===== src/rtl/pic_rw_ctrl.sv =====
// CPU read/write strobe decode and ICW1..ICW4 / OCW1..OCW3 register sequencer for an 8259-style PIC.
// Strobe-to-buf_en latency 3 clk edges; write commit lands 4 edges after wr_n rises; no backpressure.
module pic_rw_ctrl (
    input  logic       clk,
    input  logic       rst,
    input  logic       cs_n,
    input  logic       rd_n,
    input  logic       wr_n,
    input  logic       a0,
    input  logic [7:0] din,
    input  logic [7:0] irr,
    input  logic [7:0] isr,
    output logic [7:0] dout,
    output logic       buf_en,
    output logic       buf_ino,
    output logic       init_done,
    output logic       ltim,
    output logic       sngl,
    output logic       ic4,
    output logic [4:0] vec_base,
    output logic [7:0] icw3,
    output logic       upm,
    output logic       aeoi,
    output logic [7:0] imr,
    output logic       ocw2_stb,
    output logic [2:0] ocw2_cmd,
    output logic [2:0] ocw2_lvl,
    output logic       ris,
    output logic       smm
);
    typedef enum logic [2:0] {UNINIT, W_ICW2, W_ICW3, W_ICW4, READY} state_t;

    localparam logic [10:0] SYNC_IDLE = {3'b111, 1'b0, 8'h00};

    logic [10:0] sync1_q, sync2_q;
    logic        cs_s, rd_s, wr_s, a0_s;
    logic [7:0]  din_s;
    logic        rd_act, wr_act;

    logic        wr_seen_q, bad_q, commit_q;
    logic        hold_a0_q;
    logic [7:0]  hold_b_q;
    logic [7:0]  dout_q;
    logic        buf_en_q, buf_ino_q;

    state_t      state_q, state_d;
    logic        ltim_q, ltim_d, sngl_q, sngl_d, ic4_q, ic4_d;
    logic [4:0]  vec_q, vec_d;
    logic [7:0]  icw3_q, icw3_d, imr_q, imr_d;
    logic        upm_q, upm_d, aeoi_q, aeoi_d;
    logic        ris_q, ris_d, smm_q, smm_d;
    logic        stb_q, stb_d;
    logic [2:0]  cmd_q, cmd_d, lvl_q, lvl_d;

    assign {cs_s, rd_s, wr_s, a0_s, din_s} = sync2_q;
    assign rd_act = ~cs_s & ~rd_s;
    assign wr_act = ~cs_s & ~wr_s;

    // Strobes reset to their inactive (high) level so release never fakes an access.
    always_ff @(posedge clk or posedge rst) begin
        if (rst) begin
            sync1_q   <= SYNC_IDLE;
            sync2_q   <= SYNC_IDLE;
            wr_seen_q <= 1'b0;
            bad_q     <= 1'b0;
            commit_q  <= 1'b0;
            hold_a0_q <= 1'b0;
            hold_b_q  <= 8'h00;
            dout_q    <= 8'h00;
            buf_en_q  <= 1'b0;
            buf_ino_q <= 1'b0;
        end else begin
            sync1_q   <= {cs_n, rd_n, wr_n, a0, din};
            sync2_q   <= sync1_q;
            wr_seen_q <= wr_act;
            bad_q     <= wr_act ? (bad_q | rd_act) : 1'b0;
            commit_q  <= wr_seen_q & ~wr_act & ~bad_q;
            if (wr_act) begin
                hold_a0_q <= a0_s;
                hold_b_q  <= din_s;
            end
            if (rd_act)
                dout_q <= a0_s ? imr_q : (ris_q ? isr : irr);
            buf_en_q  <= rd_act | wr_act;
            buf_ino_q <= rd_act;
        end
    end

    always_ff @(posedge clk or posedge rst) begin
        if (rst) begin
            state_q <= UNINIT;
            ltim_q  <= 1'b0;
            sngl_q  <= 1'b0;
            ic4_q   <= 1'b0;
            vec_q   <= 5'd0;
            icw3_q  <= 8'h00;
            upm_q   <= 1'b0;
            aeoi_q  <= 1'b0;
            imr_q   <= 8'h00;
            ris_q   <= 1'b0;
            smm_q   <= 1'b0;
            stb_q   <= 1'b0;
            cmd_q   <= 3'd0;
            lvl_q   <= 3'd0;
        end else begin
            state_q <= state_d;
            ltim_q  <= ltim_d;
            sngl_q  <= sngl_d;
            ic4_q   <= ic4_d;
            vec_q   <= vec_d;
            icw3_q  <= icw3_d;
            upm_q   <= upm_d;
            aeoi_q  <= aeoi_d;
            imr_q   <= imr_d;
            ris_q   <= ris_d;
            smm_q   <= smm_d;
            stb_q   <= stb_d;
            cmd_q   <= cmd_d;
            lvl_q   <= lvl_d;
        end
    end

    always_comb begin
        state_d = state_q;
        ltim_d  = ltim_q;
        sngl_d  = sngl_q;
        ic4_d   = ic4_q;
        vec_d   = vec_q;
        icw3_d  = icw3_q;
        upm_d   = upm_q;
        aeoi_d  = aeoi_q;
        imr_d   = imr_q;
        ris_d   = ris_q;
        smm_d   = smm_q;
        stb_d   = 1'b0;
        cmd_d   = cmd_q;
        lvl_d   = lvl_q;
        if (commit_q) begin
            if (!hold_a0_q && hold_b_q[4]) begin
                ltim_d  = hold_b_q[3];
                sngl_d  = hold_b_q[1];
                ic4_d   = hold_b_q[0];
                imr_d   = 8'h00;
                ris_d   = 1'b0;
                smm_d   = 1'b0;
                upm_d   = 1'b0;
                aeoi_d  = 1'b0;
                state_d = W_ICW2;
            end else if (hold_a0_q) begin
                case (state_q)
                    W_ICW2: begin
                        vec_d   = hold_b_q[7:3];
                        state_d = !sngl_q ? W_ICW3 : (ic4_q ? W_ICW4 : READY);
                    end
                    W_ICW3: begin
                        icw3_d  = hold_b_q;
                        state_d = ic4_q ? W_ICW4 : READY;
                    end
                    W_ICW4: begin
                        upm_d   = hold_b_q[0];
                        aeoi_d  = hold_b_q[1];
                        state_d = READY;
                    end
                    READY:   imr_d = hold_b_q;
                    default: ;
                endcase
            end else if (state_q == READY) begin
                if (hold_b_q[4:3] == 2'b00) begin
                    cmd_d = hold_b_q[7:5];
                    lvl_d = hold_b_q[2:0];
                    stb_d = 1'b1;
                end else if (hold_b_q[4:3] == 2'b01) begin
                    if (hold_b_q[1]) ris_d = hold_b_q[0];
                    if (hold_b_q[6]) smm_d = hold_b_q[5];
                end
            end
        end
    end

    assign dout      = dout_q;
    assign buf_en    = buf_en_q;
    assign buf_ino   = buf_ino_q;
    assign init_done = (state_q == READY);
    assign ltim      = ltim_q;
    assign sngl      = sngl_q;
    assign ic4       = ic4_q;
    assign vec_base  = vec_q;
    assign icw3      = icw3_q;
    assign upm       = upm_q;
    assign aeoi      = aeoi_q;
    assign imr       = imr_q;
    assign ocw2_stb  = stb_q;
    assign ocw2_cmd  = cmd_q;
    assign ocw2_lvl  = lvl_q;
    assign ris       = ris_q;
    assign smm       = smm_q;
endmodule


===== config.mk =====
export PLATFORM = sky130hd
export DESIGN_NAME = pic_rw_ctrl
export DESIGN_NICKNAME = d
export VERILOG_FILES = /design/src/rtl/pic_rw_ctrl.sv
export SDC_FILE = /design/constraint.sdc
export NUM_CORES = 1
export LEC_CHECK = 0
export CAP_MARGIN = 20
export CORE_MARGIN = 1
export CORE_UTILIZATION = 50
export DETAILED_ROUTE_END_ITERATION = 7
export DONT_BUFFER_PORTS = 1
export PLACE_DENSITY = 0.64
export SLEW_MARGIN = 10
export SYNTH_ARGS = -nofsm -noshare
export SYNTH_HDL_FRONTEND = slang
export SYNTH_SLANG_ARGS = --single-unit
export TNS_END_PERCENT = 50

===== constraint.sdc =====
create_clock -name clk -period 3.15 [get_ports clk]
set_input_delay 0.63 -clock clk [delete_from_list [all_inputs] [get_ports clk]]
set_output_delay 0.63 -clock clk [all_outputs]
set_load 0.005 [all_outputs]

=== Word level (Yosys, flattened, before mapping) ===
Index checks and enable logic that the tools add are counted.

* Equal/unequal tests: 7
* Mux-type cells: 34
* Bitwise operators: 9
* Reductions and logical operators: 19

{| class="wikitable"
|+ Operators by type and width
! cell !! number
|-
| $mux W8 || 5
|-
| $mux W1 || 24
|-
| $mux W3 || 4
|-
| $reduce_and A6 Y1 || 2
|-
| $reduce_bool A2 Y1 || 6
|-
| $pmux W3 S3 || 1
|-
| $reduce_and A3 Y1 || 3
|-
| $reduce_and A4 Y1 || 2
|-
| $eq A3 B2 Y1 const B || 2
|-
| $not A1 Y1 || 5
|-
| $reduce_and A5 Y1 || 1
|-
| $reduce_bool A4 Y1 || 1
|-
| $eq A3 B1 Y1 const B || 1
|-
| $eq A3 B3 Y1 const B || 1
|-
| $and A1 B1 Y1 || 2
|-
| $eq A2 B1 Y1 const B || 1
|-
| $logic_not A2 Y1 || 1
|-
| $ne A2 B1 Y1 const B || 1
|-
| $ne A2 B2 Y1 const B || 1
|-
| $or A1 B1 Y1 || 2
|-
| $reduce_and A2 Y1 || 1
|-
| $logic_and A1 B1 Y1 || 1
|-
| $logic_not A1 Y1 || 1
|}

* Bits in registers: 82
* Bits of input ports: 30
* Output and inout port bits: 46
* Word-level logic and storage cells: 93

=== Depth between registers and ports, before layout ===
* Word-level depth: 6
* Mapped depth: 7
* Depth with buffers taken out: 4

=== Worst setup path before layout ===
No wires, ideal clock.

* Path kind: register -> register
* Start point: register hold_a0_q
* End point: register vec_q[0] (netlist: vec_base[0])
* Library setup time: 125 ps
* Data arrival time: 1325 ps
* Required time: 3025 ps
* Setup slack: 1700 ps
* Stages on the path, launching flop included: 5
* Path buffers: 1
* Period minus slack after synthesis: 1450 ps
* Cell sequence: dfrtp_1 buf_4 nand2_1 nor4b_4 mux2_2

* Word-level cells in the longest chain between the ends: 4

{| class="wikitable"
|+ Ends and longest elaborated chain
! what !! line !! source
|-
| start: declaration || 41 || <nowiki>logic hold_a0_q;</nowiki>
|-
| start signal: assignment || 79 || <nowiki>hold_a0_q <= a0_s;</nowiki>
|-
| $logic_not A1 Y1 || 139 || <nowiki>if (!hold_a0_q && hold_b_q[4]) begin</nowiki>
|-
| $logic_and A1 B1 Y1 || 139 ||
|-
| $not A1 Y1 (no source line) || n/a ||
|-
| $reduce_and A4 Y1 (no source line) * || n/a ||
|-
| end signal: assignment || 110 || <nowiki>vec_q <= vec_d;</nowiki>
|-
| end: declaration || 48 || <nowiki>logic [4:0] vec_q, vec_d;</nowiki>
|}

Every way passes the cells marked *; elsewhere a longest branch is shown, timed or not.
A chain may end at the register's enable or synchronous reset.

=== Worst setup path in the final report ===
* Start point: register state_q[1]
* End point: output init_done

* Word-level cells in the longest chain between the ends: 1

{| class="wikitable"
|+ Ends and longest elaborated chain
! what !! line !! source
|-
| start: declaration || 46 || <nowiki>state_t state_q, state_d;</nowiki>
|-
| start signal: assignment || 106 || <nowiki>state_q <= state_d;</nowiki>
|-
| $eq A3 B3 Y1 || 183 || <nowiki>assign init_done = (state_q == READY);</nowiki>
|-
| end: declaration || 16 || <nowiki>output logic init_done,</nowiki>
|}

Every way passes these cells.

==> results summary <==
The run finished with clean final reports. The met3 capacity usage during global routing came out at 0.0775. The kind of cell with the highest combined delay along the critical path is flip-flops. The total net switching power is 0.728 mW.

Wires add up to 5600 um. The total placed cells including tap cells is 304. After global routing, the most crowded layer is met2. After legalization and detailed placement, the total HPWL measured 3660 um. The static power due to leakage is about 1.5 nW.

The highest cell delay on the worst timing path is 520 ps. The max-cap check violation count came out at 0. Clock skew on the completed layout was measured at 8.40 ps. The post-synthesis net count came out at around 270. The hold path depth came out at 0. The fraction of met1 tracks used by global routing came out at 0.238. The endpoint identified for the worst register-to-register timing path is icw3[3]. The final routed DRC violation total is 0.

After floorplanning, the core was sized to cover 5990 um^2. The number of placed I/O pins is 76. The final route contains between 1500 and 2000 vias. The number of standard cells in the layout, taps in and fillers out is 320. The critical path in this run is classified as reg -> out.

The total of hold buffers inserted after clock tree synthesis came out at 0. The maximum clock insertion buffer count came out at 2. The switching share of total power came out at 0.301. The wire length per cell came out at 17.5 um. The tree is rooted in a sky130_fd_sc_hd__clkbuf_8.

The path class of the tightest hold or removal check is in -> reg. Once layout is done, the placed cells without fillers occupy 3350 um^2. The overall die height came out at slightly above 80 um. The post-synthesis instance total came out at about 240. The cell with the biggest individual delay on the critical path is sky130_fd_sc_hd__dfrtp_1. The reg-to-reg critical path startpoint is state_q[1]. Routability-driven placement finished with a final weighted congestion of ~0.74. The met2 capacity usage during global routing is 0.285. The number of gates resized after CTS was 0. After clock tree synthesis, the clock-pin slew on the worst setup and hold paths is 80 ps. For this run, the leading register cell type out of synthesis is sky130_fd_sc_hd__dfrtp_1. The power density over cell area is 723 nW/um^2.

0 antenna diodes ended up in the layout. The critical path data arrival time is about 1200 ps. At the pin with the least slew margin, the transition time is just over 800 ps. The maximum operating frequency came out at 537 MHz. In this run the cell area measured after placement is about 3200 um^2.

The number of port buffers is 0. The maximum vdd ir drop is between 300 and 400 uV. After the last flow step, the layout net total stands at 270. After routing, the total negative slack on setup checks comes to 0 ps. In this run, synthesis inferred 0 flip-flops with an integrated enable.

The combinational share of power is 0.116. The final hold violation count is 0. The number of global-route vias before repair is 1743.

The final number of max-transition violations came to 0. Clock tree synthesis inserted a total of 9 buffers. The worst setup path is launched from a flop. The minimum clock period came out at 1860 ps. The layout cell share with drive strength beyond 1 came out at 0.237. The number of cells on the worst reg-to-reg path came out at 3. The register area share after synthesis came out at 0.654. TritonCTS built the clock tree. Setup repair after global routing left no endpoint under its margin. The clock net in this run drives a total of slightly above 80 sinks.

The number of search-and-repair iterations in the first detailed-routing pass came out at 4. The number of warnings printed during yosys synthesis is 0. The initialized floorplan defines 28 standard-cell rows. The number of synthesized register bits is 82.

The global route total overflow is 0. The maximum number of pins on one net before global-route repair came out at 50. The clock reaches the later pin of the worst-skew pair after 360 ps. Setup violations remaining at the end of the flow were counted as 0. The worst hold path terminates at sync1_q[9].

The layout-stage area growth over the synthesis result came out at 6.49%. The top cell types in the final layout, fill and taps aside, are sky130_fd_sc_hd__dfrtp_1 (78), sky130_fd_sc_hd__nand2_1 (35), sky130_fd_sc_hd__mux2_2 (31). For this run, asynchronously set or reset flops after synthesis account for 1.00. In this run the number of cells on the critical path is 1. The number of buffer and inverter stages on the critical path came out at 0. The floorplan step defined a die boundary enclosing 6610 um^2. The share of total power dissipated in the clock network is 0.284.

The number of routed nets with antenna violations is 0. The share of total power dissipated in sequential elements is 0.599. In this run the most critical hold path is launched from wr_n. The worst setup path is captured at a primary output. The flop-to-flop setup slack is 1430 ps. The die width came out at 81.3 um. Leaving out fill and tap cells, the most frequent cell in the layout is sky130_fd_sc_hd__dfrtp_1. In this run the worst path has a maximum fanout of 8. Post-CTS timing repair inserted 0 buffers for setup. Each instance of the synthesized netlist takes up on average 13.0 um^2. The design internal power is 1.69 mW. The first routing iteration left 89 violations. Headroom to the max-slew limit came out at 0.447. In this run the number of H-tree levels came out at 3. Dividing the detail-routed via count by the number of cells gives 5.53. The number of antenna violations at the first check in global routing is 0. For this configuration, the core starts out at a cell density of 0.525. The critical path goes through nor3b_4. The combined area of all synthesized cells is 3140 um^2.

The wire length of the first global-routing pass is 8850 um. In the finished design, the share of the clock period the worst path needs comes to 0.591. The number of distinct standard cells referenced by the synthesized netlist is 34.

The required time reported for the critical path endpoint came out at ~2500 ps. The overall global routing resource usage came out at 0.190.
## synth_stat cells (all sizes together), types with 2 or more instances
cell type | instances | area (um^2)
dfrtp | 78 | 1950
clkbuf | 5 | 20.0
nand3 | 3 | 20.0
o21ai | 19 | 95.1
mux2i | 8 | 80.1
mux2 | 31 | 349
nand2b | 3 | 18.8
buf | 8 | 68.8
nand3b | 2 | 15.0
nand2 | 35 | 131
nor2 | 10 | 37.5
inv | 6 | 22.5
nor3 | 4 | 31.3
dfstp | 4 | 105
a41o | 2 | 20.0
a21oi | 11 | 55.1
a22o | 2 | 17.5
## sequential cells by signal, indices dropped and copies added, names as in the netlist, 3 cells and up
register  count
sync1_q      11
hold_b_q      8
state_q       3
icw3          8
sync2_q      11
dout          8
ocw2_cmd      3
vec_base      5
imr           8
ocw2_lvl      3
## power groups by stage
stage	combinational [mW]	clock (mW)	sequential [mW]
after global placement	0.277	0	1.47
after CTS	0.287	0.703	1.45
after detailed placement	0.286	0	1.48
after floorplan	0.310	0	1.37
after global routing	0.319	0.749	1.48
final	0.282	0.687	1.45
## routing by layer
metal	wire, um	vias up
li1	-	820
met1	2460	886
met2	2660	55
met3	363	9
met4	119	0
met5	0	-
## cell type report
| cell class | instances | area, um^2 |
|---|---|---|
| tap | 75 | 93.8 |
| timing repair buffer | 1 | 20.0 |
| sequential | 82 | 2060 |
| multi-input combinational | 140 | 976 |
| clock inverter | 7 | 53.8 |
| fill | 497 | 2640 |
| inverter | 6 | 23.8 |
| clock buffer | 9 | 124 |
## worst max-delay path by stage
stage	to	startpoint
after global placement	icw3[0]	state_q[1]
after detailed placement	icw3[6]	state_q[1]
final	init_done	state_q[1]
after floorplan	aeoi	rst
after global routing	init_done	state_q[1]
after CTS	init_done	state_q[1]
## worst register-to-register path: cells and delay by family (launching register included)
family	cells	cell delay (ps)
flops	1	580
mux	1	390
simple gates	2	650
## cell families after synthesis
group	Yosys count	share of synthesized area
AO/OA/AOI/OAI	40	0.0744
buffers and inverters	19	0.0354
flip-flops	82	0.654
multiplexers	39	0.136
AND/OR/NAND/NOR	61	0.0995
## stage by stage
step | total power, mW | setup slack (ps) | util | hold WS (ps)
detailed placement | 1.76 | 1430 | 0.529 | 336
global placement | 1.75 | 1450 | 0.529 | 332
global route | 2.55 | 1250 | 0.559 | 236
floorplan | 1.68 | 418 | - | 331
CTS | 2.44 | 1280 | 0.559 | 250
finish | 2.42 | 1290 | 0.559 | 258
Power figures use the tool's default switching activity.
